$ cat src/rtl/mips_pkg.sv
// Shared opcode, state and select encodings for the multi-cycle MIPS controller.
package mips_pkg;

    localparam logic [5:0] OP_RTYPE = 6'b000000;
    localparam logic [5:0] OP_LW    = 6'b100011;
    localparam logic [5:0] OP_SW    = 6'b101011;
    localparam logic [5:0] OP_BEQ   = 6'b000100;
    localparam logic [5:0] OP_ADDI  = 6'b001000;
    localparam logic [5:0] OP_J     = 6'b000010;

    typedef enum logic [3:0] {
        S_FETCH    = 4'd0,
        S_DECODE   = 4'd1,
        S_MEMADR   = 4'd2,
        S_MEMRD    = 4'd3,
        S_MEMWB    = 4'd4,
        S_MEMWR    = 4'd5,
        S_RTYPE_EX = 4'd6,
        S_RTYPE_WB = 4'd7,
        S_BRANCH   = 4'd8,
        S_ADDI_EX  = 4'd9,
        S_ADDI_WB  = 4'd10,
        S_JUMP     = 4'd11
    } state_t;

    localparam logic [1:0] ALU_OP_ADD   = 2'b00;
    localparam logic [1:0] ALU_OP_SUB   = 2'b01;
    localparam logic [1:0] ALU_OP_FUNCT = 2'b10;

    localparam logic [1:0] ALUSRCB_B    = 2'b00;
    localparam logic [1:0] ALUSRCB_FOUR = 2'b01;
    localparam logic [1:0] ALUSRCB_SE   = 2'b10;
    localparam logic [1:0] ALUSRCB_SE2  = 2'b11;

    localparam logic [1:0] PCSRC_ALU    = 2'b00;
    localparam logic [1:0] PCSRC_ALUOUT = 2'b01;
    localparam logic [1:0] PCSRC_JUMP   = 2'b10;

    function automatic logic op_known(input logic [5:0] op);
        return op inside {OP_RTYPE, OP_LW, OP_SW, OP_BEQ, OP_ADDI, OP_J};
    endfunction

endpackage

$ cat src/rtl/mips_mc_control_if.sv
// Controller <-> datapath signal bundle; master is the controller side.
interface mips_mc_control_if;

    logic [5:0] opcode;
    logic       zero;
    logic       mem_ready;
    logic       pc_en;
    logic       iord;
    logic       mem_read;
    logic       mem_write;
    logic       ir_write;
    logic       reg_dst;
    logic       mem_to_reg;
    logic       reg_write;
    logic       alu_src_a;
    logic [1:0] alu_src_b;
    logic [1:0] alu_op;
    logic [1:0] pc_src;
    logic       illegal_op;
    logic [3:0] state;

    modport master (
        input  opcode, zero, mem_ready,
        output pc_en, iord, mem_read, mem_write, ir_write, reg_dst, mem_to_reg,
               reg_write, alu_src_a, alu_src_b, alu_op, pc_src, illegal_op, state
    );

    modport slave (
        output opcode, zero, mem_ready,
        input  pc_en, iord, mem_read, mem_write, ir_write, reg_dst, mem_to_reg,
               reg_write, alu_src_a, alu_src_b, alu_op, pc_src, illegal_op, state
    );

endinterface

$ cat src/rtl/mips_ctrl_outdec.sv
// Combinational state-to-control decoder; only FETCH/BRANCH look at mem_ready/zero.
module mips_ctrl_outdec
    import mips_pkg::*;
(
    input  state_t     state,
    input  logic [5:0] opcode,
    input  logic       zero,
    input  logic       mem_ready,
    output logic       pc_en,
    output logic       iord,
    output logic       mem_read,
    output logic       mem_write,
    output logic       ir_write,
    output logic       reg_dst,
    output logic       mem_to_reg,
    output logic       reg_write,
    output logic       alu_src_a,
    output logic [1:0] alu_src_b,
    output logic [1:0] alu_op,
    output logic [1:0] pc_src,
    output logic       illegal_op
);

    logic pc_write;
    logic pc_write_cond;

    always_comb begin
        pc_write      = 1'b0;
        pc_write_cond = 1'b0;
        iord          = 1'b0;
        mem_read      = 1'b0;
        mem_write     = 1'b0;
        ir_write      = 1'b0;
        reg_dst       = 1'b0;
        mem_to_reg    = 1'b0;
        reg_write     = 1'b0;
        alu_src_a     = 1'b0;
        alu_src_b     = ALUSRCB_B;
        alu_op        = ALU_OP_ADD;
        pc_src        = PCSRC_ALU;
        illegal_op    = 1'b0;
        case (state)
            S_FETCH: begin
                mem_read  = 1'b1;
                alu_src_b = ALUSRCB_FOUR;
                ir_write  = mem_ready;
                pc_write  = mem_ready;
            end
            S_DECODE: begin
                alu_src_b  = ALUSRCB_SE2;
                illegal_op = ~op_known(opcode);
            end
            S_MEMADR, S_ADDI_EX: begin
                alu_src_a = 1'b1;
                alu_src_b = ALUSRCB_SE;
            end
            S_MEMRD: begin
                iord     = 1'b1;
                mem_read = 1'b1;
            end
            S_MEMWB: begin
                reg_write  = 1'b1;
                mem_to_reg = 1'b1;
            end
            S_MEMWR: begin
                iord      = 1'b1;
                mem_write = 1'b1;
            end
            S_RTYPE_EX: begin
                alu_src_a = 1'b1;
                alu_op    = ALU_OP_FUNCT;
            end
            S_RTYPE_WB: begin
                reg_write = 1'b1;
                reg_dst   = 1'b1;
            end
            S_BRANCH: begin
                alu_src_a     = 1'b1;
                alu_op        = ALU_OP_SUB;
                pc_src        = PCSRC_ALUOUT;
                pc_write_cond = 1'b1;
            end
            S_ADDI_WB: reg_write = 1'b1;
            S_JUMP: begin
                pc_src   = PCSRC_JUMP;
                pc_write = 1'b1;
            end
            default: ;
        endcase
        pc_en = pc_write | (pc_write_cond & zero);
    end

endmodule

$ cat src/rtl/mips_mc_control.sv
// Multi-cycle MIPS sequencing controller: state register, next-state logic, reset gating.
// Optional MIPS_CTRL_PERF_EN adds retired-instruction and stall counters.
module mips_mc_control
    import mips_pkg::*;
#(
    parameter int OPW = 6
) (
    input  logic        clk,
    input  logic        rst,
`ifdef MIPS_CTRL_PERF_EN
    output logic [31:0] retired_cnt,
    output logic [31:0] stall_cnt,
`endif
    mips_mc_control_if.master bus
);

    state_t           state_q;
    state_t           state_d;
    logic [OPW-1:0]   op;
    logic             pc_en_raw, mem_read_raw, mem_write_raw, ir_write_raw;
    logic             reg_write_raw, illegal_raw;

    assign op = bus.opcode;

    always_comb begin
        state_d = state_q;
        case (state_q)
            S_FETCH:  if (bus.mem_ready) state_d = S_DECODE;
            S_DECODE: begin
                case (op)
                    OP_RTYPE:     state_d = S_RTYPE_EX;
                    OP_LW, OP_SW: state_d = S_MEMADR;
                    OP_BEQ:       state_d = S_BRANCH;
                    OP_ADDI:      state_d = S_ADDI_EX;
                    OP_J:         state_d = S_JUMP;
                    default:      state_d = S_FETCH;
                endcase
            end
            S_MEMADR:   state_d = (op == OP_LW) ? S_MEMRD : S_MEMWR;
            S_MEMRD:    if (bus.mem_ready) state_d = S_MEMWB;
            S_MEMWR:    if (bus.mem_ready) state_d = S_FETCH;
            S_RTYPE_EX: state_d = S_RTYPE_WB;
            S_ADDI_EX:  state_d = S_ADDI_WB;
            default:    state_d = S_FETCH;
        endcase
    end

    always_ff @(posedge clk or posedge rst) begin
        if (rst) state_q <= S_FETCH;
        else     state_q <= state_d;
    end

    mips_ctrl_outdec u_outdec (
        .state      (state_q),
        .opcode     (op),
        .zero       (bus.zero),
        .mem_ready  (bus.mem_ready),
        .pc_en      (pc_en_raw),
        .iord       (bus.iord),
        .mem_read   (mem_read_raw),
        .mem_write  (mem_write_raw),
        .ir_write   (ir_write_raw),
        .reg_dst    (bus.reg_dst),
        .mem_to_reg (bus.mem_to_reg),
        .reg_write  (reg_write_raw),
        .alu_src_a  (bus.alu_src_a),
        .alu_src_b  (bus.alu_src_b),
        .alu_op     (bus.alu_op),
        .pc_src     (bus.pc_src),
        .illegal_op (illegal_raw)
    );

    // Strobes are masked combinationally so nothing fires while rst is held,
    // even though FETCH itself would normally assert mem_read.
    assign bus.pc_en      = pc_en_raw     & ~rst;
    assign bus.mem_read   = mem_read_raw  & ~rst;
    assign bus.mem_write  = mem_write_raw & ~rst;
    assign bus.ir_write   = ir_write_raw  & ~rst;
    assign bus.reg_write  = reg_write_raw & ~rst;
    assign bus.illegal_op = illegal_raw   & ~rst;
    assign bus.state      = state_q;

`ifdef MIPS_CTRL_PERF_EN
    always_ff @(posedge clk or posedge rst) begin
        if (rst) begin
            retired_cnt <= '0;
            stall_cnt   <= '0;
        end else begin
            if (state_q != S_FETCH && state_d == S_FETCH && !illegal_raw)
                retired_cnt <= retired_cnt + 32'd1;
            if (state_q inside {S_FETCH, S_MEMRD, S_MEMWR} && !bus.mem_ready)
                stall_cnt <= stall_cnt + 32'd1;
        end
    end
`endif

endmodule

$ cat src/flat_wrapper.sv
// flat-port wrapper written by rule: the top's interface ports become plain ports
module mips_mc_control_flat import mips_pkg::*;
#(
    parameter int OPW = 6
)
  (clk, rst, bus_opcode, bus_zero, bus_mem_ready, bus_pc_en, bus_iord, bus_mem_read, bus_mem_write, bus_ir_write, bus_reg_dst, bus_mem_to_reg, bus_reg_write, bus_alu_src_a, bus_alu_src_b, bus_alu_op, bus_pc_src, bus_illegal_op, bus_state);
  mips_mc_control_if bus_i ();
  input  logic clk;
  input  logic rst;
  input wire logic [$bits(bus_i.opcode)-1:0] bus_opcode;
  input wire logic [$bits(bus_i.zero)-1:0] bus_zero;
  input wire logic [$bits(bus_i.mem_ready)-1:0] bus_mem_ready;
  output wire logic [$bits(bus_i.pc_en)-1:0] bus_pc_en;
  output wire logic [$bits(bus_i.iord)-1:0] bus_iord;
  output wire logic [$bits(bus_i.mem_read)-1:0] bus_mem_read;
  output wire logic [$bits(bus_i.mem_write)-1:0] bus_mem_write;
  output wire logic [$bits(bus_i.ir_write)-1:0] bus_ir_write;
  output wire logic [$bits(bus_i.reg_dst)-1:0] bus_reg_dst;
  output wire logic [$bits(bus_i.mem_to_reg)-1:0] bus_mem_to_reg;
  output wire logic [$bits(bus_i.reg_write)-1:0] bus_reg_write;
  output wire logic [$bits(bus_i.alu_src_a)-1:0] bus_alu_src_a;
  output wire logic [$bits(bus_i.alu_src_b)-1:0] bus_alu_src_b;
  output wire logic [$bits(bus_i.alu_op)-1:0] bus_alu_op;
  output wire logic [$bits(bus_i.pc_src)-1:0] bus_pc_src;
  output wire logic [$bits(bus_i.illegal_op)-1:0] bus_illegal_op;
  output wire logic [$bits(bus_i.state)-1:0] bus_state;
  assign bus_i.opcode = bus_opcode;
  assign bus_i.zero = bus_zero;
  assign bus_i.mem_ready = bus_mem_ready;
  assign bus_pc_en = bus_i.pc_en;
  assign bus_iord = bus_i.iord;
  assign bus_mem_read = bus_i.mem_read;
  assign bus_mem_write = bus_i.mem_write;
  assign bus_ir_write = bus_i.ir_write;
  assign bus_reg_dst = bus_i.reg_dst;
  assign bus_mem_to_reg = bus_i.mem_to_reg;
  assign bus_reg_write = bus_i.reg_write;
  assign bus_alu_src_a = bus_i.alu_src_a;
  assign bus_alu_src_b = bus_i.alu_src_b;
  assign bus_alu_op = bus_i.alu_op;
  assign bus_pc_src = bus_i.pc_src;
  assign bus_illegal_op = bus_i.illegal_op;
  assign bus_state = bus_i.state;
  mips_mc_control #(.OPW(OPW)) u_core (.clk(clk), .rst(rst), .bus(bus_i));
endmodule
$ cat config.mk
export PLATFORM = sky130hd
export DESIGN_NAME = mips_mc_control_flat
export DESIGN_NICKNAME = d
export VERILOG_FILES = /design/src/rtl/mips_pkg.sv /design/src/rtl/mips_mc_control_if.sv /design/src/rtl/mips_ctrl_outdec.sv /design/src/rtl/mips_mc_control.sv /design/src/flat_wrapper.sv
export SDC_FILE = /design/constraint.sdc
export NUM_CORES = 1
export LEC_CHECK = 0
export CORE_AREA = 2 2 42 44
export DETAILED_ROUTE_END_ITERATION = 8
export DIE_AREA = 0 0 44 46
export HOLD_SLACK_MARGIN = 0.02
export PLACE_DENSITY = 0.72
export SLEW_MARGIN = 20
export SYNTH_ARGS = -nofsm -noshare
export SYNTH_HDL_FRONTEND = slang
export SYNTH_SLANG_ARGS = --single-unit
$ cat constraint.sdc
create_clock -name clk -period 1.7 [get_ports clk]
set_input_delay 0.255 -clock clk [delete_from_list [all_inputs] [get_ports clk]]
set_output_delay 0.255 -clock clk [all_outputs]
set_load 0.03 [all_outputs]
==> impl_results.md <==
* Xor-xnor portion of the synthesized cell area at 6.71%
* CTS tree: yes
* Post-synthesis area per instance at 7.25 µm²
* Switching share of power at 43.9%
* Max-slew violations at 0
* RSZ-0062 raised after global routing: true
* Die area at 2020 µm²
* Final hold vios at 0
* 1st-pass router iterations at 4
* Boundary pin count at 30
* Vias in the first global route at 627
* Die span in x at 44 µm
* Power per cell area at 703 nW/µm²
* Fraction of final layout cells with drive strength greater than 1 at 49.1%
* Drt first-iter violations at 11
* Internal power summed over all cells at 0.386 mW
* Portion of total power attributed to the clock network at 16.6%
* Final setup violation count at 0
* CTS Buf Count at 3
* Drt wl/cell at 13.0 µm
* Post-CTS clock slew at the launch and capture registers of the worst setup and hold paths at 0.04 ns
* Initial standard-cell utilization of the core at 32.3%
* Average vias per placed instance at 5.34
* Critical path's top delay family: flip-flops
* Maxcap violations at 0
* First-pass GRT wire length at 2640 µm
* Setup WS pre-CTS at -0.0488 ns
* Synthesized-area fraction occupied by ao, oa, aoi and oai cells at 22.5%
* GR Util All Layers at 17.2%
* Final antenna-violating net count at 0
* Top cells by area, synth: sky130_fd_sc_hd__dfrtp_1, sky130_fd_sc_hd__nor3_1, sky130_fd_sc_hd__nor2_1
* Clock Sink Count at 4
* Initial antenna violation count at 0
* CP Buf/Inv Count at 1
* Most used cells in the layout excluding fill and tap cells: sky130_fd_sc_hd__buf_4, sky130_fd_sc_hd__nor2_1, sky130_fd_sc_hd__clkdlybuf4s50_1
* Transition at the pin with the smallest max-transition slack at 0.308 ns
* Maximum fanout along the worst path at 10
* EDFF count, synth at 0
* Worst supply voltage drop on vdd at 0.407 mV
* Post-synthesis instance area at 522 µm²
* Total via count in the routed design at 700
* Final weighted congestion in routability-driven placement at 0.755
* Later-pin clock latency in the skew report at 0.23 ns
* Num rows at 15
* Footprint of the multi-input gates at 445 µm²
* Leakage at 0.480 nW
* Worst Setup End Kind: primary output
* Cell count after synthesis at 72
* Net switching power at 0.302 mW
* Highest routing layer actually used: met4
* Simple-Gate Fraction of Synth Area at 41.5%
* Standard cell with the maximum stage delay on the critical path: sky130_fd_sc_hd__dfrtp_2
* Class of the most critical hold timing path: in2async
* Time the worst path needs with I/O delays and setup at 1.67 ns
* Net Count, Synth at 82
* CTS hold repair buffers at 0
* Synth warnings at 0
* Maximum number of buffers from clock root to sink at 2
* Most common library cell in the layout ignoring fill and taps: sky130_fd_sc_hd__buf_4
* Routed length on met2 at 903 µm
* Max reg flops at 4
* Remaining routing DRC violations at 0
* Element type at the critical path start: register
* Total overflow reported by the global router at 0
* Number of storage elements in the synthesis netlist at 4
* Main flop type after synthesis: sky130_fd_sc_hd__dfrtp_1
* Logic pwr share at 64.1%
* Input/output buffers at 29
* Critical path, cell by cell: nor2_2, a21boi_0, o31ai_2, buf_4
* Deepest level of the CTS H-tree at 1
* Share of the synthesized area in the top cell type at 19.2%
* Total power after layout at 0.687 mW
* Slack of the critical path at 0.0269 ns
* Data arrival time of the critical path at 1.42 ns
* Pin count of the biggest net entering global routing at 12
* Type of the worst setup path: reg2out
* Share of async-settable or async-resettable flops after synthesis at 100%
* Post-Route M1 WL at 653 µm
* Main combinational cell family by area after synthesis: simple AND/OR/NAND/NOR gates
* Height of the chip at 46 µm
* Clock root cell: sky130_fd_sc_hd__clkbuf_4
* WL final at 1700 µm
* Post-DP HPWL at 1250 µm
* Core region area at 1610 µm²
* Maximum cell stage delay along the critical path at 0.48 ns
* Result of the run: complete, no violations
* Met3 wire length at 126 µm
* Mux share of post-synthesis cell area at 1.92%
* Number of distinct library cells after synthesis at 31
* CP required at 1.44 ns
* Part of the Yosys area used for sequential elements at 19.2%
* Area share of fa/ha/maj cells after synthesis at 0%
* Headroom to the max-slew limit at 79.4%
* Worst clock skew at 0.00318 ns
* Fin crit share at 98.4%
* Signed area change from the synthesized netlist to the final layout at 87.3%
* Nets@finish at 126
* Footprint of the flip-flops and latches at 104 µm²
* Fill cell total of the finished layout at 161
* Antenna diode instance count at 0
* Register share of total power at 19.2%
* Achievable Freq at 598 MHz
* Synth area leader: sky130_fd_sc_hd__dfrtp_1
path summary, 6_finish.rpt:
check	from	end	slack [ns]	cells past startpoint
worst max-delay path	u_core.bus.state[1]	bus_pc_en	0.03	4
min in group clk	bus_opcode[1]	u_core.bus.state[3]	0.60	4
worst max register to register	u_core.bus.state[0]	u_core.bus.state[1]	0.22	4
max in group asynchronous	rst	u_core.bus.state[2]	1.43	3
worst min-delay path	rst	u_core.bus.state[3]	0.11	3
worst min register to register	u_core.bus.state[3]	u_core.bus.state[2]	0.71	2
cell usage after synthesis (2+ instances only):
master / n
sky130_fd_sc_hd__and3_1: 4
sky130_fd_sc_hd__dfrtp_1: 4
sky130_fd_sc_hd__nand2b_1: 4
sky130_fd_sc_hd__a21oi_1: 3
sky130_fd_sc_hd__o21ai_0: 3
sky130_fd_sc_hd__nor2b_1: 3
sky130_fd_sc_hd__nor4_1: 2
sky130_fd_sc_hd__nor2_1: 8
sky130_fd_sc_hd__a21boi_0: 2
sky130_fd_sc_hd__nor3_1: 9
sky130_fd_sc_hd__xor2_1: 3
sky130_fd_sc_hd__o31ai_1: 2
sky130_fd_sc_hd__a211oi_1: 2
sky130_fd_sc_hd__inv_1: 3
sky130_fd_sc_hd__buf_2: 4
routing by layer:
metal	vias to the layer above	GRT usage [%]
met5	-	0
met4	0	5.45
met3	2	1.59
met2	28	33.8
met1	322	19.3
li1	348	-
final cells by class:
type / instances / area share, %
clock buffers: 3 / 2.30
inverters: 3 / 1.15
multi-input cells: 59 / 45.6
flip-flops and latches: 4 / 10.6
well taps: 17 / 2.18
repair buffers: 45 / 38.2
power by group through the flow:
stage                     combinational [mW]  clock (mW)  sequential, mW
after floorplan                        0.232           0           0.143
after global placement                 0.388           0           0.138
after detailed placement               0.394           0           0.137
after CTS                              0.397       0.118           0.139
after global routing                   0.472       0.123           0.136
final                                  0.441       0.114           0.132
cells by family after synthesis:
kind of cell / after synthesis
and+or+nand+nor: 37
xor gates and xnor gates: 4
buffers and inverters: 9
DFF: 4
AOI/OAI and AO/OA: 17
muxes: 1
repair_timing:
action                                  CTS  global route
pin swaps                                 2             1
endpoints found under the setup margin    8             6
setup buffers                             1             4
gates resized for setup                   9            11
worst min-delay path: stages:
cell	delay, ns
sky130_fd_sc_hd__dlymetal6s2s_1	0.14
sky130_fd_sc_hd__buf_4	0.16
sky130_fd_sc_hd__inv_1	0.13
through the flow:
stage | cells | TNS [ns] | utilization [%] | hold slack, ns | instance area, µm²
3_3_place_gp | 123 | -0.00887 | 54.1 | 0.636 | 873
3_5_place_dp | 123 | -0.0488 | 54.1 | 0.630 | 873
5_1_grt | 131 | -0.0383 | 60.5 | 0.123 | 977
2_1_floorplan | 72 | -0.269 | - | 0.0211 | 552
4_1_cts | 127 | 0 | 56.7 | 0.392 | 915
6_report | 131 | 0 | 60.5 | 0.108 | 977
Note: power is estimated with default switching activity, not from simulation.
